File: config.mk
export PLATFORM = sky130hd
export DESIGN_NAME = nc_frame_ctrl
export DESIGN_NICKNAME = d
export VERILOG_FILES = /design/src/rtl/nc_frame_ctrl.sv
export SDC_FILE = /design/constraint.sdc
export NUM_CORES = 1
export LEC_CHECK = 0
export ABC_AREA = 1
export BUFFER_PORTS_ARGS = -buffer_cell sky130_fd_sc_hd__buf_2
export CAP_MARGIN = 20
export CORE_MARGIN = 4
export CORE_UTILIZATION = 35
export DETAILED_ROUTE_END_ITERATION = 8
export PLACE_DENSITY = 0.6
export SKIP_LAST_GASP = 1
export SYNTH_ARGS = -nofsm -noshare
export SYNTH_HDL_FRONTEND = slang
export SYNTH_SLANG_ARGS = --single-unit
File: constraint.sdc
create_clock -name clk -period 2.3 [get_ports clk]
set_input_delay 0.115 -clock clk [delete_from_list [all_inputs] [get_ports clk]]
set_output_delay 0.115 -clock clk [all_outputs]
set_load 0.01 [all_outputs]
File: src/rtl/nc_frame_ctrl.sv
// Frame sequencer between the audio sample stream, the 128-entry shift FIFO and the FFT engine.
// Fills one frame, drains it gap-free into the FFT, waits for completion, and keeps status counters/flags.
module nc_frame_ctrl #(
  parameter int FRAME_LEN = 128,
  parameter int CNT_W     = 8,
  parameter int TIMEOUT   = 4096,
  parameter int FCNT_W    = 16
) (
  input  logic              clk,
  input  logic              n_rst,
  input  logic              enable,
  input  logic              clr_status,
  input  logic              sample_valid,
  input  logic              fifo_ready,
  input  logic              fifo_error,
  input  logic              fft_edone,
  output logic              fifo_wr_ce,
  output logic              fifo_rd_ce,
  output logic              fifo_hold,
  output logic              fft_start,
  output logic              fft_din_valid,
  output logic              frame_done,
  output logic [FCNT_W-1:0] frame_cnt,
  output logic [FCNT_W-1:0] drop_cnt,
  output logic              overrun,
  output logic              timeout,
  output logic              err,
  output logic [1:0]        state
);

  localparam logic [1:0] S_IDLE = 2'd0;
  localparam logic [1:0] S_FILL = 2'd1;
  localparam logic [1:0] S_DRAIN = 2'd2;
  localparam logic [1:0] S_WAIT = 2'd3;

  localparam int TW = $clog2(TIMEOUT + 1);
  localparam logic [CNT_W-1:0] LAST_IDX = CNT_W'(FRAME_LEN - 1);
  localparam logic [TW-1:0] WAIT_LAST = TW'(TIMEOUT - 1);

  logic [1:0]        state_q, state_d;
  logic [CNT_W-1:0]  wr_cnt_q, wr_cnt_d;
  logic [CNT_W-1:0]  rd_cnt_q, rd_cnt_d;
  logic [TW-1:0]     wait_cnt_q, wait_cnt_d;
  logic              fft_start_q, fft_start_d;
  logic              frame_done_q, frame_done_d;
  logic              prev_drain_q, prev_drain_d;
  logic [FCNT_W-1:0] frame_cnt_q, frame_cnt_d;
  logic [FCNT_W-1:0] drop_cnt_q, drop_cnt_d;
  logic [FCNT_W-1:0] drop_base;
  logic              overrun_q, overrun_d;
  logic              timeout_q, timeout_d;
  logic              err_q, err_d;
  logic              drop;

  assign fifo_wr_ce    = (state_q == S_FILL) & sample_valid;
  assign fifo_rd_ce    = (state_q == S_DRAIN);
  assign fifo_hold     = (state_q == S_IDLE) | (state_q == S_WAIT);
  // FIFO read data arrives one cycle after rd_ce, so the last valid sample lands in the first WAIT cycle.
  assign fft_din_valid = fifo_ready & ((state_q == S_DRAIN) | prev_drain_q);
  assign fft_start     = fft_start_q;
  assign frame_done    = frame_done_q;
  assign frame_cnt     = frame_cnt_q;
  assign drop_cnt      = drop_cnt_q;
  assign overrun       = overrun_q;
  assign timeout       = timeout_q;
  assign err           = err_q;
  assign state         = state_q;

  assign drop = sample_valid & (state_q != S_FILL);

  always_comb begin
    state_d      = state_q;
    wr_cnt_d     = wr_cnt_q;
    rd_cnt_d     = rd_cnt_q;
    wait_cnt_d   = wait_cnt_q;
    fft_start_d  = 1'b0;
    frame_done_d = 1'b0;
    prev_drain_d = (state_q == S_DRAIN);
    frame_cnt_d  = frame_cnt_q;

    // Clear first so that a coincident set event wins.
    overrun_d = clr_status ? 1'b0 : overrun_q;
    timeout_d = clr_status ? 1'b0 : timeout_q;
    err_d     = (clr_status ? 1'b0 : err_q) | fifo_error;
    drop_base = clr_status ? '0 : drop_cnt_q;
    drop_cnt_d = drop_base;
    if (drop) begin
      overrun_d = 1'b1;
      if (drop_base != '1) drop_cnt_d = drop_base + 1'b1;
    end

    case (state_q)
      S_IDLE: begin
        wr_cnt_d   = '0;
        rd_cnt_d   = '0;
        wait_cnt_d = '0;
        if (enable) state_d = S_FILL;
      end
      S_FILL: begin
        if (!enable) begin
          state_d  = S_IDLE;
          wr_cnt_d = '0;
        end else if (sample_valid) begin
          if (wr_cnt_q == LAST_IDX) begin
            state_d     = S_DRAIN;
            wr_cnt_d    = '0;
            rd_cnt_d    = '0;
            fft_start_d = 1'b1;
          end else begin
            wr_cnt_d = wr_cnt_q + 1'b1;
          end
        end
      end
      S_DRAIN: begin
        if (rd_cnt_q == LAST_IDX) begin
          state_d    = S_WAIT;
          rd_cnt_d   = '0;
          wait_cnt_d = '0;
        end else begin
          rd_cnt_d = rd_cnt_q + 1'b1;
        end
      end
      default: begin
        if (fft_edone) begin
          frame_cnt_d  = frame_cnt_q + 1'b1;
          frame_done_d = 1'b1;
          state_d      = enable ? S_FILL : S_IDLE;
          wait_cnt_d   = '0;
        end else if (wait_cnt_q == WAIT_LAST) begin
          timeout_d  = 1'b1;
          state_d    = S_IDLE;
          wait_cnt_d = '0;
        end else begin
          wait_cnt_d = wait_cnt_q + 1'b1;
        end
      end
    endcase

    // A FIFO error overrides every other transition, including frame completion and timeout.
    if (fifo_error) begin
      state_d      = S_IDLE;
      wr_cnt_d     = '0;
      rd_cnt_d     = '0;
      wait_cnt_d   = '0;
      fft_start_d  = 1'b0;
      frame_done_d = 1'b0;
      frame_cnt_d  = frame_cnt_q;
      timeout_d    = clr_status ? 1'b0 : timeout_q;
    end
  end

  always_ff @(posedge clk) begin
    if (!n_rst) begin
      state_q      <= S_IDLE;
      wr_cnt_q     <= '0;
      rd_cnt_q     <= '0;
      wait_cnt_q   <= '0;
      fft_start_q  <= 1'b0;
      frame_done_q <= 1'b0;
      prev_drain_q <= 1'b0;
      frame_cnt_q  <= '0;
      drop_cnt_q   <= '0;
      overrun_q    <= 1'b0;
      timeout_q    <= 1'b0;
      err_q        <= 1'b0;
    end else begin
      state_q      <= state_d;
      wr_cnt_q     <= wr_cnt_d;
      rd_cnt_q     <= rd_cnt_d;
      wait_cnt_q   <= wait_cnt_d;
      fft_start_q  <= fft_start_d;
      frame_done_q <= frame_done_d;
      prev_drain_q <= prev_drain_d;
      frame_cnt_q  <= frame_cnt_d;
      drop_cnt_q   <= drop_cnt_d;
      overrun_q    <= overrun_d;
      timeout_q    <= timeout_d;
      err_q        <= err_d;
    end
  end

endmodule

==> results.sh <==
export IMPL_status="finished, final reports clean"
export IMPL_ir_worst_vdd_uv=417
export IMPL_end_kind="flop"
export IMPL_cellPowerDensity_nw_per_um2=659
export IMPL_syn_nets=624
export IMPL_worstPathArrival_ps=2310
export IMPL_grt_pass1_vias=3600
export IMPL_avgSynthCellArea_sq_um=6.62
export IMPL_hold_buffers=0
export IMPL_regToRegSetupSlack_ps=270
export IMPL_fin_crit_sh_pct=88.2
export IMPL_clk_path_buf_depth=2
export IMPL_use_met1_pct=19.6
export IMPL_cts_resized_gates=0
export IMPL_start_util_pct=36.4
export IMPL_synth_edf_count=0
export IMPL_drt_vias_per_instance=4.80
export IMPL_crit_path_start_kind="flop"
export IMPL_grtUsageTotal_pct=15.2
export IMPL_worstPathCellList="inv_1 -> ha_1 -> inv_1 -> nand2_1 -> nor2_2 -> nand2_1 -> o21ai_2 -> o21ai_0 -> nor2_1"
export IMPL_netlist_area_sq_um=4020
export IMPL_place_gp_congestion=0.862
export IMPL_clk_pin_slew_ps=60
export IMPL_clkLatencyLatePin_ps=340
export IMPL_drv_cap=0
export IMPL_skew_ps=7.25
export IMPL_yosys_area_top_type="dfxtp_1"
export IMPL_leakagePower_nw=2.06
export IMPL_portBuffers=50
export IMPL_synth_top_area_share_pct=34.4
export IMPL_drive_above_1_share_pct=16.8
export IMPL_synth_area_leaders="dfxtp_1 34%, nand2_1 14%, nor2_1 9.5%"
export IMPL_gr_max_usage_layer="met2"
export IMPL_grt_pass1_wl_um=16300
export IMPL_final_util_pct=42.8
export IMPL_drtIter0Drc=191
export IMPL_required_ps=2580
export IMPL_post_cts_setup_buffers=0
export IMPL_cts_sinks=69
export IMPL_dr_pass1_iters=5
export IMPL_wirelength_um=9520
export IMPL_die_h_um=115
export IMPL_crit_path_max_fanout=9
export IMPL_core_area_sq_um=11000
export IMPL_yosysSeqAreaShare_pct=34.4
export IMPL_ys_seq_elements=69
export IMPL_hold_path_class="input pin to flop"
export IMPL_dieWidth_um=115
export IMPL_hold_viol=0
export IMPL_nNetsFinal=677
export IMPL_n_antenna_cell=0
export IMPL_fillers=1145
export IMPL_drv_slew=0
export IMPL_ios=51
export IMPL_drtAntennaViolNets=0
export IMPL_max_freq_mhz=493
export IMPL_syn_inst=607
export IMPL_cts_tree="done"
export IMPL_finalSetupTns_ps=0
export IMPL_ys_types=46
export IMPL_ys_warn_count=0
export IMPL_wl_per_cell_um=11.8
export IMPL_dieArea_sq_um=13300
export IMPL_grt_overflow_total=0
export IMPL_rows=38
export IMPL_antenna_found_initial=0
export IMPL_critPathKind="flop to flop"
export IMPL_cts_made_buffers=9
export IMPL_use_met2_pct=23.8
export IMPL_p_total_mw=3.11
export IMPL_dpl_hpwl_um=7170
export IMPL_root_buffer="clkbuf_16"
export IMPL_critPathSlowestCell="dfxtp_1"
export IMPL_use_met3_pct=4.58
export IMPL_drc=0
export IMPL_grt_setup_unrepaired="false"
export IMPL_async_reset_ff_share_pct=0
export IMPL_slew_headroom_pct=67.3
export IMPL_setup_viol_count_final=0
export IMPL_tightest_slew_ps=486
export IMPL_h_tree_depth=3
export IMPL_area_growth_pct=17.5
export IMPL_vias=3860
export IMPL_synth_ff_type="dfxtp_1"
export IMPL_grt_max_degree=23
export IMPL_max_stage_delay_ps=390
export IMPL_post_route_min_period_ps=2030
Yosys cell counts (2+ instances only):
cell type / count
buf_2: 3
nand3_1: 38
nor3_1: 9
nor4_1: 2
clkbuf_1: 3
clkinv_2: 2
dfxtp_1: 69
o211ai_1: 2
nor2_1: 102
nor2_2: 5
a21oi_2: 2
nand2_4: 5
buf_4: 2
inv_1: 79
a21oi_1: 39
nand2_2: 4
or2_2: 2
nor2_4: 2
inv_2: 5
xor2_1: 4
nand2_1: 147
nor3b_2: 3
ha_1: 9
nand4_1: 13
o21a_1: 2
nand3_2: 4
xnor2_1: 5
o21ai_0: 21
buf_6: 3
nand3b_1: 3
o21bai_1: 3
metal layers:
| metal | wire (um) | up-vias |
|---|---|---|
| li1 | - | 2033 |
| met1 | 4620 | 1743 |
| met2 | 4320 | 75 |
| met3 | 429 | 9 |
| met4 | 148 | 0 |
| met5 | 0 | - |
sequential cells by signal, indices dropped and copies added (netlist names), 2 cells and up:
register    flops
state           2
wr_cnt_q        8
drop_cnt       16
rd_cnt_q        8
frame_cnt      16
wait_cnt_q     13
per-stage QoR:
stage          instance area, sq um  setup slack (ps)  std cells  hold WS (ps)
2_1_floorplan                  4020               539        607           255
5_1_grt                        4720              92.7        805           140
3_5_place_dp                   4380               272        789           443
6_report                       4720               272        805           103
4_1_cts                        4720               275        805           104
3_3_place_gp                   4380               334        789           436
power breakdown:
| part | internal [mW] | switching [mW] | total (mW) |
|---|---|---|---|
| registers | 1.21 | 0.0111 | 1.22 |
| logic | 0.0911 | 0.206 | 0.297 |
| clock network | 1.05 | 0.540 | 1.59 |
logic make-up after synthesis:
kind of cell,synth area share [%]
xor+xnor,1.96
simple gates,39.2
fa+ha+maj,2.80
compound gates,11.0
buf+inv,10.7
flops,34.4
final timing paths:
kind / startpoint / end / cells after the start
hold reg to reg: wait_cnt_q[7] / wait_cnt_q[7] / 2
hold / removal: fifo_error / err / 3
setup / recovery: state[0] / wait_cnt_q[9] / 9
setup reg to reg: state[0] / wait_cnt_q[9] / 9
area by class of cell:
class | instances | area, sq um | area share (%)
Sequential cell | 69 | 1380 | 29.3
Tap cell | 140 | 175 | 3.71
Inverter | 88 | 338 | 7.15
Multi-Input combinational cell | 438 | 2210 | 46.8
Timing Repair Buffer | 54 | 280 | 5.94
Clock inverter | 7 | 114 | 2.41
Clock buffer | 9 | 225 | 4.77
placed cells by master (no fill, tap or decap), types with 9 or more instances in the layout:
cell and n:
buf_2 50, nand2_1 147, inv_1 79, ha_1 9, nor3_1 9, nor2_1 102
clkbuf_16 9, dfxtp_1 69, nand4_1 13, o21ai_0 21, a21oi_1 39, nand3_1 38
worst max-delay path, delay by kind of cell, from the launching register on:
kind                     cells  cell delay, ps
AO/OA/AOI/OAI                2             330
flip-flops                   1             390
buffers and inverters        2             340
adder cells (fa/ha/maj)      1             370
AND/OR/NAND/NOR              4             540
Power figures use the tool's default switching activity.
